[src/rtl/mem_stage_mc.sv]
// mem_stage_mc
// MEM pipeline stage of the MIPS core, fed by the EX/MEM register and
// feeding WB. Load data comes back from the data SRAM with a variable
// latency, one dmem_rvalid_i pulse per issued load and in order. While a
// load is waiting for its data, the stage stalls the pipeline itself through
// mem_stall_o. A response that belongs to a flushed or timed-out load is
// swallowed in DRAIN, so it can never be paired with a later load.
// memop bit order, starting at bit 0: lb, lbu, lh, lhu, lw, lwl, lwr.
module mem_stage_mc #(
  parameter int PC_W    = 32,
  parameter int RADDR_W = 5,
  parameter int MOP_W   = 7,
  parameter int TIMEOUT = 255,
  parameter int TMR_W   = 8
) (
  input  logic               clk,
  input  logic               rst_n,
  input  logic [PC_W-1:0]    mem_inst_i,
  input  logic [PC_W-1:0]    mem_pc_i,
  input  logic               mem_inslot_i,
  input  logic [MOP_W-1:0]   mem_memop_i,
  input  logic [1:0]         mem_memaddr_low_i,
  input  logic [31:0]        mem_rt_i,
  input  logic [RADDR_W-1:0] mem_waddr_i,
  input  logic [31:0]        mem_wdata_i,
  input  logic               mem_wren_i,
  input  logic               mem_nofwd_i,
  input  logic               mem_inst_load_i,
  input  logic [31:0]        dmem_rdata_i,
  input  logic               dmem_rvalid_i,
  input  logic               mem_stall_i,
  input  logic               mem_flush_i,
  output logic [PC_W-1:0]    mem_inst_o,
  output logic [PC_W-1:0]    mem_pc_o,
  output logic               mem_inslot_o,
  output logic               mem_wren_o,
  output logic [RADDR_W-1:0] mem_waddr_o,
  output logic [31:0]        mem_wdata_o,
  output logic [31:0]        mem_wdata_bp,
  output logic               mem_nofwd_bp,
  output logic               mem_stall_o,
  output logic               mem_buserr_o
);

  // Load-response tracking states
  localparam logic [1:0] ST_IDLE  = 2'd0;
  localparam logic [1:0] ST_WAIT  = 2'd1;
  localparam logic [1:0] ST_HOLD  = 2'd2;
  localparam logic [1:0] ST_DRAIN = 2'd3;

  // A TIMEOUT of zero turns the response timer off entirely
  localparam logic             TMO_EN   = (TIMEOUT != 0);
  localparam logic [TMR_W-1:0] TMR_LAST = TMR_W'((TIMEOUT > 0) ? (TIMEOUT - 1) : 0);

  logic [1:0]       state_q;
  logic [1:0]       state_d;
  logic [TMR_W-1:0] tmr_q;
  logic [TMR_W-1:0] tmr_d;
  logic [31:0]      buf_q;
  logic [31:0]      buf_d;
  logic             buserr_q;

  logic             in_hold;
  logic             data_avail;
  logic             timeout_hit;
  logic [31:0]      load_data;
  logic [31:0]      load_result;
  logic [31:0]      stage_result;
  logic [7:0]       sel_byte;
  logic [15:0]      sel_half;
  logic [31:0]      lwl_val;
  logic [31:0]      lwr_val;

  // HOLD replays the captured word; otherwise data comes straight from the SRAM
  assign in_hold    = (state_q == ST_HOLD);
  assign data_avail = dmem_rvalid_i | in_hold;
  assign load_data  = in_hold ? buf_q : dmem_rdata_i;

  // The timer only counts while a response is missing; a response that
  // arrives on the last allowed cycle still completes the load, and a flush
  // on that cycle takes over instead of raising a bus error.
  assign timeout_hit = TMO_EN && (state_q == ST_WAIT) && !dmem_rvalid_i &&
                       (tmr_q == TMR_LAST) && !mem_flush_i;

  assign mem_stall_o  = (mem_inst_load_i & ~data_avail) | (state_q == ST_DRAIN);
  assign mem_nofwd_bp = mem_nofwd_i | mem_stall_o;

  assign stage_result = mem_inst_load_i ? load_result : mem_wdata_i;
  assign mem_wdata_bp = stage_result;
  assign mem_buserr_o = buserr_q;

  // Extract and merge the load result for the selected op and byte offset
  always_comb begin
    case (mem_memaddr_low_i)
      2'd0:    sel_byte = load_data[7:0];
      2'd1:    sel_byte = load_data[15:8];
      2'd2:    sel_byte = load_data[23:16];
      default: sel_byte = load_data[31:24];
    endcase

    sel_half = mem_memaddr_low_i[1] ? load_data[31:16] : load_data[15:0];

    case (mem_memaddr_low_i)
      2'd0:    lwl_val = {load_data[7:0],  mem_rt_i[23:0]};
      2'd1:    lwl_val = {load_data[15:0], mem_rt_i[15:0]};
      2'd2:    lwl_val = {load_data[23:0], mem_rt_i[7:0]};
      default: lwl_val = load_data;
    endcase

    case (mem_memaddr_low_i)
      2'd0:    lwr_val = load_data;
      2'd1:    lwr_val = {mem_rt_i[31:24], load_data[31:8]};
      2'd2:    lwr_val = {mem_rt_i[31:16], load_data[31:16]};
      default: lwr_val = {mem_rt_i[31:8],  load_data[31:24]};
    endcase

    load_result = 32'h0;
    if (mem_memop_i[0])      load_result = {{24{sel_byte[7]}}, sel_byte};
    else if (mem_memop_i[1]) load_result = {24'h0, sel_byte};
    else if (mem_memop_i[2]) load_result = {{16{sel_half[15]}}, sel_half};
    else if (mem_memop_i[3]) load_result = {16'h0, sel_half};
    else if (mem_memop_i[4]) load_result = load_data;
    else if (mem_memop_i[5]) load_result = lwl_val;
    else if (mem_memop_i[6]) load_result = lwr_val;
  end

  // Next state, wait timer and capture buffer
  always_comb begin
    state_d = state_q;
    tmr_d   = tmr_q;
    buf_d   = buf_q;

    if (mem_flush_i) begin
      // A flushed load whose response is still in flight must be drained;
      // if the response shows up on the flush cycle itself it is simply
      // dropped here, as nothing is left outstanding.
      if (((state_q == ST_IDLE) && mem_inst_load_i && !dmem_rvalid_i) ||
          ((state_q == ST_WAIT)  && !dmem_rvalid_i) ||
          ((state_q == ST_DRAIN) && !dmem_rvalid_i)) begin
        state_d = ST_DRAIN;
      end else begin
        state_d = ST_IDLE;
      end
    end else begin
      case (state_q)
        ST_IDLE: begin
          if (mem_inst_load_i) begin
            if (dmem_rvalid_i) begin
              if (mem_stall_i) begin
                buf_d   = dmem_rdata_i;
                state_d = ST_HOLD;
              end
            end else begin
              tmr_d   = '0;
              state_d = ST_WAIT;
            end
          end
        end
        ST_WAIT: begin
          if (dmem_rvalid_i) begin
            buf_d   = dmem_rdata_i;
            state_d = mem_stall_i ? ST_HOLD : ST_IDLE;
          end else if (timeout_hit) begin
            state_d = ST_DRAIN;
          end else begin
            tmr_d = tmr_q + TMR_W'(1);
          end
        end
        ST_HOLD: begin
          if (!mem_stall_i) state_d = ST_IDLE;
        end
        default: begin
          if (dmem_rvalid_i) state_d = ST_IDLE;
        end
      endcase
    end
  end

  // Control state, timer, buffer and bus-error pulse registers
  always_ff @(posedge clk or negedge rst_n) begin
    if (!rst_n) begin
      state_q  <= ST_IDLE;
      tmr_q    <= '0;
      buf_q    <= 32'h0;
      buserr_q <= 1'b0;
    end else begin
      state_q  <= state_d;
      tmr_q    <= tmr_d;
      buf_q    <= buf_d;
      buserr_q <= timeout_hit;
    end
  end

  // MEM/WB output register: flush clears, stall holds, self-stall bubbles
  always_ff @(posedge clk or negedge rst_n) begin
    if (!rst_n) begin
      mem_inst_o   <= '0;
      mem_pc_o     <= '0;
      mem_inslot_o <= 1'b0;
      mem_waddr_o  <= '0;
      mem_wren_o   <= 1'b0;
      mem_wdata_o  <= 32'h0;
    end else if (mem_flush_i) begin
      mem_inst_o   <= '0;
      mem_pc_o     <= '0;
      mem_inslot_o <= 1'b0;
      mem_waddr_o  <= '0;
      mem_wren_o   <= 1'b0;
      mem_wdata_o  <= 32'h0;
    end else if (mem_stall_i) begin
      mem_inst_o   <= mem_inst_o;
      mem_pc_o     <= mem_pc_o;
      mem_inslot_o <= mem_inslot_o;
      mem_waddr_o  <= mem_waddr_o;
      mem_wren_o   <= mem_wren_o;
      mem_wdata_o  <= mem_wdata_o;
    end else if (mem_stall_o) begin
      mem_inst_o   <= '0;
      mem_pc_o     <= '0;
      mem_inslot_o <= 1'b0;
      mem_waddr_o  <= '0;
      mem_wren_o   <= 1'b0;
      mem_wdata_o  <= 32'h0;
    end else begin
      mem_inst_o   <= mem_inst_i;
      mem_pc_o     <= mem_pc_i;
      mem_inslot_o <= mem_inslot_i;
      mem_waddr_o  <= mem_waddr_i;
      mem_wren_o   <= mem_wren_i;
      mem_wdata_o  <= stage_result;
    end
  end

endmodule

[config.mk]
export PLATFORM = sky130hd
export DESIGN_NAME = mem_stage_mc
export DESIGN_NICKNAME = d
export VERILOG_FILES = /design/src/rtl/mem_stage_mc.sv
export SDC_FILE = /design/constraint.sdc
export NUM_CORES = 1
export LEC_CHECK = 0
export CAP_MARGIN = 20
export CORE_ASPECT_RATIO = 1.1
export CORE_UTILIZATION = 49
export CTS_CLUSTER_SIZE = 30
export DETAILED_ROUTE_END_ITERATION = 6
export PLACE_DENSITY = 0.87
export SLEW_MARGIN = 20
export SYNTH_ARGS = -nofsm -noshare
export SYNTH_HDL_FRONTEND = slang
export SYNTH_SLANG_ARGS = --single-unit
[constraint.sdc]
create_clock -name clk -period 8.6 [get_ports clk]
set_clock_uncertainty 0.05 [all_clocks]
set_input_delay 2.58 -clock clk [delete_from_list [all_inputs] [get_ports clk]]
set_output_delay 2.58 -clock clk [all_outputs]
set_load 0.01 [all_outputs]
==> results.py <==
metrics = {
    "critical_path": {
        "critical_path_class": "primary input to primary output",
        "cp_max_fo": 17,
        "crit_required_ps": 5970,
        "critPathMaxStageDelay_ps": 520,
        "cp_data_arrival_time_ps": 5570,
        "crit_chain": "clkdlybuf4s50_1 -> buf_4 -> nor4b_1 -> a211oi_1 -> a211o_1 -> and2_1 -> a21oi_1 -> a211oi_1 -> clkdlybuf4s50_1",
        "crit_slowest_cell": "clkdlybuf4s50_1",
        "cp-end-kind": "primary output",
        "setup.worst_path.start_class": "primary input",
    },
    "sta": {
        "layout_worst_path_cycle_share_pct": 95.3,
        "worst_slew_pin_slew_ps": 1120,
        "period_needed_ps": 8200,
        "setup_viol_count_final": 0,
        "fin_setup_tns_ps": 0,
        "slew_violations": 0,
        "clock.fmax_mhz": 122,
        "rsz0062_at_grt": "no",
        "finalHoldViolCount": 0,
        "max_slew_margin_pct": 24.9,
    },
    "placed_design": {
        "dp.cells": 1381,
        "portBuffers": 320,
        "dpl.hpwl_um": 26900,
        "globalplace.congestion": 1.03,
    },
    "yosys": {
        "postSynth.asyncResetShare_pct": 100,
        "synth_edf_count": 0,
        "muxShareOfSynthArea_pct": 12.6,
        "synth_compound_area_share_pct": 28.0,
        "syn_area_um2": 8600,
        "ys.flop_type": "dfrtp_1",
        "synth-seq-cells": 146,
        "syn_inst": 862,
        "syn_area_per_cell_um2": 9.97,
        "yosys.area_share.adder_pct": 0.291,
        "synth-xor-area-share_pct": 0.408,
        "syn_nets": 1047,
        "synth_simple_gate_area_share_pct": 12.1,
        "yosysWarnings": 0,
        "ys_seq_area_share_pct": 42.5,
        "ys_types": 63,
        "synth_top_family_by_area": "compound AO/OA/AOI/OAI gates",
    },
    "cts": {
        "numCtsBuffers": 17,
        "htreeDepth": 4,
        "cts_tree": "built",
        "cts_max_path_buffers": 2,
        "clkTransAtPathRegs_ps": 60,
        "cts_root_buf": "clkbuf_16",
        "clk_latency_ps": 440,
        "cts_sinks": 146,
        "ctsResizeCount": 0,
        "post_cts_buffers": 0,
        "cts_hold_buf": 0,
    },
    "finish": {
        "nNetsFinal": 1352,
        "drive_above_1_share_pct": 12.5,
        "insertedDiodeCount": 0,
        "most-common-layout-cells": "318 x clkdlybuf4s50_1, 146 x dfrtp_1, 84 x a22o_1",
        "final_common_cell": "clkdlybuf4s50_1",
        "layout.cells.non_filler": 1414,
        "synthToLayoutAreaGrowth_pct": 48.2,
    },
    "global_route": {
        "first_global_vias": 9106,
        "grt_antenna_before_repair": 0,
        "grt_pass1_wl_um": 53900,
        "grt_max_degree": 89,
        "track_usage_pct": 40.2,
        "grt-ovfl-total": 0,
    },
    "detailed_routing": {
        "drc": 0,
        "antenna_left": 0,
        "vias": 9224,
        "routed_wl_um": 36100,
        "vias_per_cell": 6.52,
        "initialDrtViolationCount": 1012,
        "dr.pass1.iters": 5,
        "wl_per_cell_um": 25.6,
    },
    "run": {
        "cap_violations": 0,
    },
    "die": {
        "core_um2": 17100,
        "io_pins": 321,
        "die_y_um": 141,
        "start_util_pct": 50.3,
        "placementRows": 50,
        "dieArea_um2": 18100,
        "die_w_um": 128,
    },
    "min_path": {
        "hold_class": "flip-flop to flip-flop",
    },
    "pwr": {
        "max-vdd-ir-drop_uv": 151,
        "power.leakage_nw": 5.26,
        "p_per_area_nw_per_um2": 190,
    },
    "status": {
        "outcome": "completed",
    },
}
## flip-flops by register name, indices dropped and copies added (netlist names)
signal and flops:
mem_waddr_o 5, mem_buserr_o 1, tmr_q 8, state_q 2, mem_wdata_o 32, mem_pc_o 32, mem_wren_o 1, buf_q 32
mem_inslot_o 1, mem_inst_o 32
## logic make-up (layout without fill, tap and decap cells)
| kind of cell | Yosys count | after routing |
|---|---|---|
| AO/OA/AOI/OAI | 322 | 322 |
| XOR/XNOR | 4 | 4 |
| adder cells (fa/ha/maj) | 2 | 2 |
| buffers and inverters | 87 | 405 |
| flip-flops | 146 | 146 |
| multiplexers | 83 | 83 |
| AND/OR/NAND/NOR | 218 | 218 |
## metal layers
metal	wire [um]	vias to the layer above	GRT usage [%]
li1	-	3957	-
met4	1670	0	20.1
met1	13400	4507	51.4
met2	17200	629	63.4
met5	0	-	0
met3	3910	131	9.87
## cell type report
cell class / count / area (um2)
Clock inverter: 14 / 179
Inverter: 18 / 67.6
Tap cell: 234 / 293
Multi-Input combinational cell: 629 / 4610
Sequential cell: 146 / 3650
Timing Repair Buffer: 355 / 3490
Clock buffer: 18 / 439
Fill cell: 1211 / 4340
## synth_stat cells, drive strengths merged, types with 7 or more instances
library cell / count / area [um2]
clkbuf: 50 / 188
nor2b: 9 / 56.3
o221ai: 12 / 105
o21ai: 40 / 200
nand3b: 11 / 82.6
or3: 7 / 43.8
nand3: 11 / 55.1
nor3: 11 / 55.1
mux4: 15 / 338
o22a: 7 / 61.3
a211oi: 21 / 158
o31ai: 14 / 105
a221oi: 8 / 70.1
buf: 19 / 96.4
o22ai: 15 / 93.8
o2111ai: 8 / 70.1
mux2i: 19 / 190
a22o: 84 / 736
dfrtp: 146 / 3650
inv: 15 / 56.3
a21oi: 43 / 215
o211ai: 12 / 90.1
nand2: 58 / 218
mux2: 49 / 552
nor2: 77 / 289
## critical path, delay by kind of cell
kind	cells	cell delay, ps
simple gates	2	660
buf+inv	3	1250
compound gates	4	1070
## final timing paths
kind                            slack (ps)  depth (start not counted)                           to                         from
worst max-delay path                   400                          9             mem_wdata_bp[28]         mem_memaddr_low_i[0]
worst min-delay path                   430                          2  mem_wdata_o[13]$_DFFE_PN0P_  mem_wdata_o[13]$_DFFE_PN0P_
worst max register to register        4830                          6  mem_wdata_o[29]$_DFFE_PN0P_       state_q[0]$_DFFE_PN0P_
worst min register to register         430                          2  mem_wdata_o[13]$_DFFE_PN0P_  mem_wdata_o[13]$_DFFE_PN0P_
max in group asynchronous             5300                          3      mem_pc_o[3]$_DFFE_PN0P_                        rst_n
min in group asynchronous             2080                          1    mem_inst_o[7]$_DFFE_PN0P_                        rst_n
## power by group
part	internal, mW	switching [mW]	leakage (nW)
Sequential	0.783	0.0837	1.92
Combinational	0.387	0.381	3.04
Clock	0.450	0.341	0.302
Total	1.62	0.805	5.26
## metrics by stage
stage / power (mW) / utilization, % / worst slack (ps) / area [um2] / hold slack, ps
4_1_cts: 2.41 / 74.4 / 451 / 12700 / 430
2_1_floorplan: 1.24 / - / 1520 / 8600 / 430
3_3_place_gp: 1.61 / 70.8 / 478 / 12100 / 410
6_report: 2.43 / 74.6 / 400 / 12700 / 426
3_5_place_dp: 1.62 / 70.8 / 512 / 12100 / 417
5_1_grt: 2.51 / 74.6 / 310 / 12700 / 461
(Power assumes the default switching activity.)
